**config.mk**
```make
export PLATFORM = sky130hd
export DESIGN_NAME = pc_sequencer
export DESIGN_NICKNAME = d
export VERILOG_FILES = /design/src/rtl/pc_sequencer.sv
export SDC_FILE = /design/constraint.sdc
export NUM_CORES = 1
export LEC_CHECK = 0
export CORE_MARGIN = 2
export CORE_UTILIZATION = 50
export DETAILED_ROUTE_END_ITERATION = 6
export MAX_ROUTING_LAYER = met4
export PLACE_DENSITY = 0.81
export SYNTH_ARGS = -nofsm -noshare
export SYNTH_HDL_FRONTEND = slang
export SYNTH_SLANG_ARGS = --single-unit
```
**constraint.sdc**
```tcl
create_clock -name clk -period 10.1 [get_ports clk]
set_input_delay 2.02 -clock clk [delete_from_list [all_inputs] [get_ports clk]]
set_output_delay 2.02 -clock clk [all_outputs]
set_load 0.1 [all_outputs]
```
**src/rtl/pc_sequencer.sv**
```systemverilog
// Program-counter sequencer: architectural PC, next-PC select with misaligned-target
// trapping, and a circular return-address stack for predicted returns.
module pc_sequencer #(
  parameter int              XLEN         = 32,
  parameter int              RAS_DEPTH    = 4,
  parameter logic [XLEN-1:0] RESET_VECTOR = '0
) (
  input  logic            clk,
  input  logic            pc_reset_n,
  input  logic            pc_write,
  input  logic [2:0]      pc_source,
  input  logic [XLEN-1:0] jalr,
  input  logic [XLEN-1:0] branch,
  input  logic [XLEN-1:0] jal,
  input  logic [XLEN-1:0] mtvec,
  input  logic [XLEN-1:0] mepc,
  input  logic            ras_push,
  input  logic            ras_pop,
  output logic [XLEN-1:0] pc_out,
  output logic [XLEN-1:0] pc_4,
  output logic [XLEN-1:0] ras_top,
  output logic            ras_valid,
  output logic            misalign_fault,
  output logic [XLEN-1:0] fault_addr
);

  localparam int           PW       = (RAS_DEPTH > 1) ? $clog2(RAS_DEPTH) : 1;
  localparam logic [PW:0]  CNT_FULL = (PW+1)'(RAS_DEPTH);

  logic [XLEN-1:0]                 pc_q;
  logic [RAS_DEPTH-1:0][XLEN-1:0]  ras_q;
  logic [PW-1:0]                   wr_ptr;
  logic [PW-1:0]                   top_ptr;
  logic [PW:0]                     cnt;
  logic                            fault_q;
  logic [XLEN-1:0]                 fault_addr_q;

  logic [XLEN-1:0] target;
  logic [XLEN-1:0] trap_vec;
  logic [XLEN-1:0] next_pc;
  logic            misalign;
  logic            ras_en;

  assign pc_out         = pc_q;
  assign pc_4           = pc_q + XLEN'(4);
  assign top_ptr        = wr_ptr - PW'(1);
  assign ras_valid      = (cnt != '0);
  assign ras_top        = ras_valid ? ras_q[top_ptr] : '0;
  assign misalign_fault = fault_q;
  assign fault_addr     = fault_addr_q;
  assign trap_vec       = {mtvec[XLEN-1:2], 2'b00};

  always_comb begin
    target   = pc_4;
    misalign = 1'b0;
    unique case (pc_source)
      3'b000: target = pc_4;
      3'b001: target = {jalr[XLEN-1:1], 1'b0};
      3'b010: target = branch;
      3'b011: target = jal;
      3'b100: target = trap_vec;
      3'b101: target = {mepc[XLEN-1:2], 2'b00};
      3'b110: target = ras_valid ? ras_top : pc_4;
      3'b111: target = pc_q;
      default: target = pc_4;
    endcase
    // only the relative/indirect jumps can produce a misaligned target
    if (pc_source inside {3'b001, 3'b010, 3'b011})
      misalign = |target[1:0];
    next_pc = misalign ? trap_vec : target;
    ras_en  = pc_write & ~misalign;
  end

  always_ff @(posedge clk or negedge pc_reset_n) begin
    if (!pc_reset_n) begin
      pc_q         <= RESET_VECTOR;
      fault_q      <= 1'b0;
      fault_addr_q <= '0;
    end else begin
      fault_q <= pc_write & misalign;
      if (pc_write) begin
        pc_q <= next_pc;
        if (misalign) fault_addr_q <= target;
      end
    end
  end

  // Pointer wraps naturally (power-of-two depth), so a push when full overwrites the oldest.
  always_ff @(posedge clk or negedge pc_reset_n) begin
    if (!pc_reset_n) begin
      ras_q  <= '0;
      wr_ptr <= '0;
      cnt    <= '0;
    end else if (ras_en) begin
      if (ras_push && ras_pop && ras_valid) begin
        ras_q[top_ptr] <= pc_4;
      end else if (ras_push) begin
        ras_q[wr_ptr] <= pc_4;
        wr_ptr        <= wr_ptr + PW'(1);
        if (cnt != CNT_FULL) cnt <= cnt + (PW+1)'(1);
      end else if (ras_pop && ras_valid) begin
        wr_ptr <= top_ptr;
        cnt    <= cnt - (PW+1)'(1);
      end
    end
  end

endmodule

```
==> out/results.tsv, run 1 <==
stage	metric	value	unit
synth	main combinational cell family by area after synthesis	multiplexers	
placement	Placed Cells	1641	
timing	maximum clock rate	159	MHz
timing	Fin Clk Skew	0.0138	ns
critical_path	nature of the critical path startpoint	flip-flop	
cells_and_area	Nets	1521	
clocking	total clock sinks	198	
critical_path	Crit Path Category	reg -> out	
pwr	Clock power frac	11.8	%
synth	Warnings, synthesis	0	
critical_path	Critical Path AT	4.29	ns
timing	final setup violation count	0	
clocking	Num CTS Buffers	17	
pwr	Leak	6.32	nW
floorplanning	IO Pins	298	
pwr	total chip power	5.90	mW
synth	Mean Syn Cell Area	10.6	um^2
floorplanning	Die H	157	um
critical_path	worst-path maximum fanout	8	
synth	post-synthesis sequential area ratio	42.3	%
synth	Synth Net Count	1276	
timing	setup_tns	0	ns
floorplanning	die width	157	um
global_route	initial antenna violation count	2	
clocking	post-CTS sizing	0	
timing	Tcrit/Tclk final	62.4	%
timing	Worst-Margin Slew	1.13	ns
placement	Setup WS pre-CTS	4.34	ns
synth	Synth Cell Area	11700	um^2
timing	final slew viol count	0	
pwr	sw power	3.29	mW
placement	GP Congestion	0.954	
synth	mux contribution to synthesized area	22.1	%
pwr	Peak VDD IR	0.000482	V
floorplanning	Rows	55	
critical_path	Worst setup EP type	output pin	
pwr	combinational power share	65.6	%
global_route	number of global-route vias before repair	10500	
critical_path	Worst Path Buf+Inv	1	
critical_path	Max stage delay on crit path	1.26	ns
pwr	share of power burned in registers	22.6	%
clocking	H-Tree Level Count	4	
pwr	P_int	2.61	mW
routing	DRC Markers	0	
flow_run	max cap viols	0	
pwr	P per Cell Area	385	nW/um^2
cells_and_area	layout cells sized above 1	16.1	%
min_path	Hold Path Class	reg -> reg	
routing	vias per cell	6.43	
outcome	status	completed	
floorplanning	DIE AREA	24700	um^2
routing	final WL	42100	um
critical_path	CP delay by family, top	simple AND/OR/NAND/NOR gates	
synth	post-synthesis cell type count	68	
timing	minimum clock period	6.31	ns
timing	endpoints failing hold	0	
global_route	total grt overflow	0	
global_route	largest net degree at the start of global routing	132	
synth	top_reg_cell synth	dfrtp_1	
routing	vias	10700	
synth	Post-Synth Simple-Gate Area	11.9	%
placement	DP HPWL	30200	um
placement	port buffer count	292	
clocking	CTS tree	done	
routing	Routed Antenna Nets	0	
clocking	maximum root-to-sink buffer count	2	
cells_and_area	number of filler cells placed in the layout	1779	
cells_and_area	Area Growth Syn to Fin	31.0	%
timing	worst hold slack	0.485	ns
clocking	# hold bufs at CTS	0	
pwr	Switching Share	55.7	%
floorplanning	core area	22800	um^2
synth	Post-Synthesis Cells	1102	
critical_path	critical path data required time	8.08	ns
synth	XOR/XNOR share of the synthesized area	2.17	%
global_route	first-pass GRT wire length	62500	um
synth	asr flop ratio synth	100	%
cells_and_area	Post-Layout Cell Count	1672	
clocking	clk slew on worst S/H paths	0.07	ns
clocking	clk_lat worst skew	0.44	ns
synth	#FFs+latches synth	198	
critical_path	cells along the critical path	nand4_1 > or4_1 > nor4_2 > xor2_1 > clkdlybuf4s50_1	
timing	crit path setup slack, layout	3.79	ns
synth	number of synthesized flops with an enable pin	0	
routing	DR iter-0 viols	1281	
critical_path	CP max stage cell	clkdlybuf4s50_1	
routing	wire per inst	25.2	um
synth	Synth Area in Compound Gates	16.0	%
clocking	Post-CTS Setup Bufs	0	
floorplanning	Initial Util	51.3	%
clocking	CTS Root Cell	clkbuf_16	
timing	unrepaired setup endpoints after global routing	false	
routing	drt first pass iters	6	
timing	Relative slew margins	24.1	%
global_route	All-Layer GR Usage	34.8	%
synth	adder-cell share of the synthesized area	0.705	%
-- cell usage in the layout (no fill, tap or decap), types with 19 or more instances in the layout --
master           count
clkdlybuf4s50_1    287
dfrtp_1            197
buf_4               23
nand2_1             86
mux4_2              34
mux2_2             112
o21ai_0             82
a31oi_1             24
a2bb2oi_1           19
nor2b_1             20
mux2i_1             44
nand3_1             22
inv_1               26
and2_1              38
nor2_1              47
a21oi_1             41
-- area by class of cell --
cell class                 instances  area, um^2  area share [%]
timing repair buffer             314        3070            20.0
multi-input combinational        788        6220            40.6
inverter                          28         105           0.685
clock inverter                    11         153           0.995
tap                              313         392            2.55
antenna                            2        5.00          0.0326
sequential                       198        4960            32.3
clock buffer                      18         429            2.80
-- cells in the mapped netlist, drive strengths merged (20+ instances only) --
cell,count,area [um^2]
nand2,86,323
inv,26,97.6
o21ai,83,415
buf,42,277
nor2b,20,125
mux2,123,1390
and2,39,244
mux2i,44,440
clkbuf,46,174
a21oi,41,205
mux4,34,766
nand3,22,110
a31oi,24,150
nor2,47,176
dfrtp,198,4950
-- worst register-to-register path, cell delays in order (launching register included) --
cell	delay (ns)
dfrtp_1	0.37
inv_1	0.08
ha_2	0.95
mux4_2	0.43
and3_1	0.20
a211o_1	0.33
o21a_1	0.39
nor3_4	0.69
buf_4	0.40
mux2_2	0.38
-- logic make-up after synthesis --
group | after synthesis
adder cells (fa/ha/maj) | 6
flip-flops | 198
XOR/XNOR | 29
buffers and inverters | 116
multiplexers | 201
AO/OA/AOI/OAI | 280
AND/OR/NAND/NOR | 272
-- worst paths after layout --
kind,startpoint,end,slack (ns),depth (start not counted)
worst max-delay path,pc_out[4],pc_4[31],3.79,5
max in group asynchronous,pc_reset_n,ras_q[71],6.77,2
worst max register to register,wr_ptr[1],ras_q[46],5.74,9
worst min-delay path,ras_q[10],ras_q[10],0.48,1
worst min register to register,ras_q[10],ras_q[10],0.48,1
min in group asynchronous,pc_reset_n,fault_addr[31],1.72,1
-- per-layer routing --
layer	wire length [um]	vias to the layer above	share of wire (%)	track usage (%)
li1	-	4574	-	-
met1	16300	5261	39	45.2
met2	19000	772	45	52.3
met3	4920	139	12	8.89
met4	1870	0	4.4	14.6
met5	0	-	0	-
-- registers in the layout, summed over array words and instances, names as in the netlist --
register / cells
ras_q: 128
fault_addr: 32
pc_out: 32
cnt: 3
wr_ptr: 2
misalign_fault: 1
-- per-stage QoR --
| step | instance area, um^2 | utilization [%] |
|---|---|---|
| finish | 15300 | 67.1 |
| global route | 15300 | 67.1 |
| CTS | 15300 | 67.1 |
| detailed placement | 14800 | 64.6 |
| global placement | 14800 | 64.6 |
| floorplan | 11700 | - |
-- power groups by stage --
stage | Clock, mW | Sequential [mW] | Combinational, mW
after global routing | 0.733 | 1.36 | 4.00
after global placement | 0 | 1.31 | 3.80
after floorplan | 0 | 1.80 | 2.36
after CTS | 0.697 | 1.32 | 3.86
final | 0.696 | 1.33 | 3.87
after detailed placement | 0 | 1.33 | 3.84
Note: power is estimated with default switching activity, not from simulation.
==> run 2: changes to the inputs <==
- clock period: 10.1 -> 6 ns (I/O delays scaled with it)
==> run 2 against run 1 <==
Utilization up 0.51 points. Non-clock buffer count up 11. Combinational power up 70%. Final cell count up 0.96%. Register-to-register slack worse by 4.0 ns. Clock power up 67%. Critical path depth unchanged. Routed wire length up 1.1%. Global-route usage up 0.64 points. Worst setup slack worse by 3.1 ns. Sequential power up 69%. Count of clock-buffer cells in the layout down 1.
==> out/results.tsv, run 2 (synthesis results as in run 1) <==
stage	metric	value	unit
pwr	combinational power share	65.8	%
critical_path	nature of the critical path startpoint	flip-flop	
min_path	WHS Endpoint	fault_addr[3]	
routing	wire per inst	25.2	um
cells_and_area	max FFs per register	128	
cells_and_area	Area Growth Syn to Fin	32.0	%
min_path	worst hold path depth	2	
critical_path	Reg2Reg Setup Slack	1.74	ns
placement	port buffer count	292	
routing	drt first pass iters	6	
pwr	Peak VDD IR	0.000937	V
pwr	Leak	6.40	nW
timing	setup_tns	0	ns
timing	crit path setup slack, layout	0.648	ns
cells_and_area	most common cell after layout, fill and taps aside	clkdlybuf4s50_1	
timing	maximum clock rate	187	MHz
clocking	clk_lat worst skew	0.45	ns
global_route	total grt overflow	0	
critical_path	reg2reg path depth	10	
flow_run	max cap viols	0	
floorplanning	Die H	157	um
routing	DRC Markers	0	
cells_and_area	Util after Layout	67.6	%
clocking	maximum root-to-sink buffer count	2	
routing	final WL	42600	um
min_path	Hold Path Class	reg -> reg	
placement	Setup WS pre-CTS	1.29	ns
global_route	first-pass GRT wire length	63300	um
placement	Placed Cells	1652	
pwr	share of power burned in registers	22.5	%
pwr	Clock power frac	11.7	%
cells_and_area	Largest Register	ras_q	
critical_path	RR Endpoint	ras_q[95]	
critical_path	Crit Path Category	reg -> out	
clocking	H-Tree Level Count	4	
cells_and_area	number of filler cells placed in the layout	1757	
clocking	CTS Root Cell	clkbuf_16	
timing	minimum clock period	5.35	ns
placement	DP HPWL	31200	um
clocking	Post-CTS Setup Bufs	0	
routing	vias per cell	6.43	
clocking	# hold bufs at CTS	0	
floorplanning	IO Pins	298	
floorplanning	Initial Util	51.3	%
cells_and_area	area of the multi-input gates	6220	um^2
clocking	Num CTS Buffers	17	
timing	Tcrit/Tclk final	89.2	%
floorplanning	Rows	55	
critical_path	Critical Path AT	4.15	ns
routing	Routed Antenna Nets	0	
cells_and_area	Nets	1532	
global_route	All-Layer GR Usage	35.5	%
outcome	status	completed	
critical_path	Critical Path Start	pc_out[17]	
clocking	clk slew on worst S/H paths	0.08	ns
floorplanning	die width	157	um
critical_path	Worst setup EP type	output pin	
global_route	number of global-route vias before repair	10600	
timing	Worst-Margin Slew	1.11	ns
cells_and_area	Post-Layout Cell Count	1688	
pwr	sw power	5.62	mW
min_path	hold_sp	fault_addr[3]	
cells_and_area	layout cells sized above 1	17.7	%
timing	endpoints failing hold	0	
critical_path	R2R Path Start	cnt[0]	
global_route	initial antenna violation count	3	
routing	DR iter-0 viols	1298	
placement	GP Congestion	0.959	
clocking	total clock sinks	198	
cells_and_area	most frequent cells in the layout	276 x clkdlybuf4s50_1, 197 x dfrtp_1, 112 x mux2_2	
clocking	post-CTS sizing	0	
timing	Fin Clk Skew	0.0113	ns
clocking	CTS tree	done	
cells_and_area	register area	4960	um^2
critical_path	critical path data required time	4.80	ns
timing	final setup violation count	0	
routing	vias	10900	
floorplanning	core area	22800	um^2
global_route	largest net degree at the start of global routing	96	
timing	Relative slew margins	25.9	%
critical_path	worst-path maximum fanout	9	
floorplanning	DIE AREA	24700	um^2
timing	final slew viol count	0	
pwr	P per Cell Area	645	nW/um^2
pwr	P_int	4.35	mW
timing	unrepaired setup endpoints after global routing	false	
pwr	Switching Share	56.3	%
==> run 2: power by group through the flow <==
stage | registers [mW] | clock network (mW) | logic [mW]
4_1_cts | 2.23 | 1.17 | 6.52
3_5_place_dp | 2.25 | 0 | 6.50
2_1_floorplan | 3.03 | 0 | 3.96
3_3_place_gp | 2.20 | 0 | 6.44
5_1_grt | 2.30 | 1.23 | 6.74
6_report | 2.25 | 1.16 | 6.56
==> run 2: worst max path at each step <==
stage	to	slack, ns	cells past startpoint
final	pc_4[28]	0.65	5
after detailed placement	pc_4[28]	1.29	5
after floorplan	pc_4[31]	0.74	6
after global routing	pc_4[28]	0.59	5
after CTS	pc_4[28]	0.76	5
after global placement	pc_4[30]	1.34	5
==> run 2: final cells by class <==
cell class	count	area share (%)
inverter	28	0.680
multi-input combinational	788	40.3
timing repair buffer	325	20.6
clock inverter	15	1.07
clock buffer	17	2.75
tap	313	2.53
sequential	198	32.1
antenna	4	0.0648
==> run 2: stage by stage <==
stage | hold WS (ns) | cell area [um^2] | total power [mW]
final | 0.485 | 15500 | 9.97
after global routing | 0.510 | 15400 | 10.3
after CTS | 0.488 | 15400 | 9.93
after detailed placement | 0.471 | 14900 | 8.75
after global placement | 0.462 | 14900 | 8.64
after floorplan | 0.453 | 11700 | 7.00
==> run 2: metal layers <==
metal / vias to the layer above / GRT usage [%] / wire [um]
met5: - / - / 0
met3: 142 / 8.67 / 4940
met1: 5325 / 46.0 / 16300
met4: 0 / 15.4 / 1810
met2: 775 / 53.3 / 19500
li1: 4614 / - / -
==> run 2: critical path, stage by stage (launching register included) <==
cell and delay [ns]:
dfrtp_1 0.54, nand4_1 0.26, or3_1 0.57, nor4_1 0.38
xor2_1 0.65, clkdlybuf4s50_1 1.30
==> run 3: changes to the inputs <==
- CELL_PAD_IN_SITES_DETAIL_PLACEMENT: default -> 0
- CELL_PAD_IN_SITES_GLOBAL_PLACEMENT: default -> 1
- CORE_UTILIZATION: 50 -> 38
- PLACE_DENSITY: 0.81 -> default
- PLACE_DENSITY_LB_ADDON: default -> 0.1
==> run 3 against run 2 <==
The flow now finishes with violations (DRC). Worst setup slack improved by 0.23 ns. Sequential power barely moved. Highest routed layer unchanged. Clock skew rose by 0.0015 ns. Die area rose by 31%. Critical path depth did not move. Count of clock-buffer cells in the layout did not move. Largest cell class unchanged.
==> out/results.tsv, run 3 (synthesis results as in run 1) <==
stage	metric	value	unit
placement	DP HPWL	33500	um
routing	drt first pass iters	7	
critical_path	cells along the critical path	nand4_1 > nor3_1 > nand4_1 > xnor2_1 > clkdlybuf4s50_1	
clocking	Post-CTS Setup Bufs	0	
outcome	failing checks	DRC	
routing	vias	10400	
critical_path	nature of the critical path startpoint	flip-flop	
critical_path	Max stage delay on crit path	1.28	ns
floorplanning	Rows	64	
timing	final setup violation count	0	
placement	placed cell areas	14900	um^2
critical_path	CP max stage cell	clkdlybuf4s50_1	
critical_path	Top cell by count, worst path	nand4_1	
cells_and_area	Post-Layout Cell Count	1779	
timing	Worst-Margin Slew	1.14	ns
cells_and_area	most common cell after layout, fill and taps aside	clkdlybuf4s50_1	
clocking	post-CTS sizing	0	
outcome	status	finished with violations	
flow_run	max cap viols	0	
floorplanning	IO Pins	298	
pwr	Leak	6.45	nW
placement	GP Congestion	0.892	
critical_path	Critical Path AT	3.92	ns
cells_and_area	most frequent cells in the layout	246 x clkdlybuf4s50_1, 197 x dfrtp_1, 112 x mux2_2	
floorplanning	die width	180	um
placement	port buffer count	292	
routing	final WL	45600	um
pwr	total chip power	9.82	mW
global_route	first-pass GRT wire length	67800	um
critical_path	Worst setup EP type	output pin	
global_route	initial antenna violation count	4	
cells_and_area	Nets	1540	
pwr	P per Cell Area	635	nW/um^2
pwr	Peak VDD IR	0.000543	V
floorplanning	Die H	180	um
timing	maximum clock rate	195	MHz
min_path	Hold Path Class	reg -> reg	
cells_and_area	layout cells sized above 1	20.4	%
timing	Tcrit/Tclk final	85.3	%
timing	worst hold slack	0.483	ns
cells_and_area	Area Growth Syn to Fin	32.0	%
clocking	total clock sinks	198	
global_route	largest net degree at the start of global routing	108	
timing	Fin Clk Skew	0.0128	ns
timing	final slew viol count	0	
routing	DR iter-0 viols	981	
routing	Routed Antenna Nets	0	
floorplanning	core area	30400	um^2
timing	endpoints failing hold	0	
timing	Relative slew margins	24.1	%
clocking	maximum root-to-sink buffer count	2	
cells_and_area	Largest Register	ras_q	
clocking	CTS Root Cell	clkbuf_16	
floorplanning	Initial Util	38.5	%
critical_path	Crit Path Category	reg -> out	
clocking	CTS tree	done	
critical_path	worst-path maximum fanout	7	
clocking	clk slew on worst S/H paths	0.08	ns
cells_and_area	fin area	15500	um^2
routing	vias per cell	5.82	
clocking	H-Tree Level Count	4	
global_route	number of global-route vias before repair	10200	
routing	wire per inst	25.7	um
routing	DRC Markers	6	
clocking	# hold bufs at CTS	0	
placement	Placed Cells	1743	
critical_path	critical path data required time	4.80	ns
floorplanning	DIE AREA	32200	um^2
global_route	total grt overflow	0	
clocking	Num CTS Buffers	17	
cells_and_area	max FFs per register	128	
global_route	All-Layer GR Usage	28.8	%
timing	unrepaired setup endpoints after global routing	false	
timing	minimum clock period	5.12	ns
clocking	clk_lat worst skew	0.45	ns
timing	setup_tns	0	ns
run 3: power by group:
part / internal, mW / switching [mW] / leakage [nW]
logic: 1.80 / 4.66 / 3.73
registers: 1.87 / 0.357 / 2.45
clock network: 0.550 / 0.583 / 0.267
total: 4.22 / 5.60 / 6.45
run 3: critical path, delay by kind of cell, from the launching register on:
kind	cells	cell delay, ns
buf+inv	1	1.28
xor+xnor	1	0.63
simple gates	3	1.03
flops	1	0.53
run 3: final timing paths:
kind	to	cells past startpoint	startpoint	slack [ns]
max in group asynchronous	wr_ptr[0]	2	pc_reset_n	3.90
max	pc_4[24]	5	pc_out[9]	0.88
max reg2reg	ras_q[90]	9	cnt[0]	1.95
min reg2reg	fault_addr[31]	2	fault_addr[31]	0.48
min in group asynchronous	fault_addr[0]	1	pc_reset_n	0.83
min	fault_addr[31]	2	fault_addr[31]	0.48
run 3: cell type report:
cell class / count / area, um^2
Clock buffer: 17 / 425
Sequential cell: 198 / 4960
Multi-Input combinational cell: 788 / 6220
Inverter: 28 / 105
Timing Repair Buffer: 333 / 3110
Clock inverter: 15 / 135
Antenna cell: 4 / 10.0
Tap cell: 396 / 495
Fill cell: 2796 / 15000
run 3: per-stage QoR:
stage          worst slack [ns]  utilization (%)
2_1_floorplan             0.743                -
3_3_place_gp               1.45             48.9
3_5_place_dp               1.42             48.9
4_1_cts                   0.906             50.8
5_1_grt                   0.731             50.8
6_report                  0.879             50.8
run 3: routing by layer:
metal | vias up | GRT usage, % | wire, um
li1 | 4629 | - | -
met1 | 5263 | 39.4 | 20700
met2 | 417 | 43.9 | 21000
met3 | 45 | 4.90 | 2960
met4 | 0 | 8.91 | 1020
met5 | - | - | 0
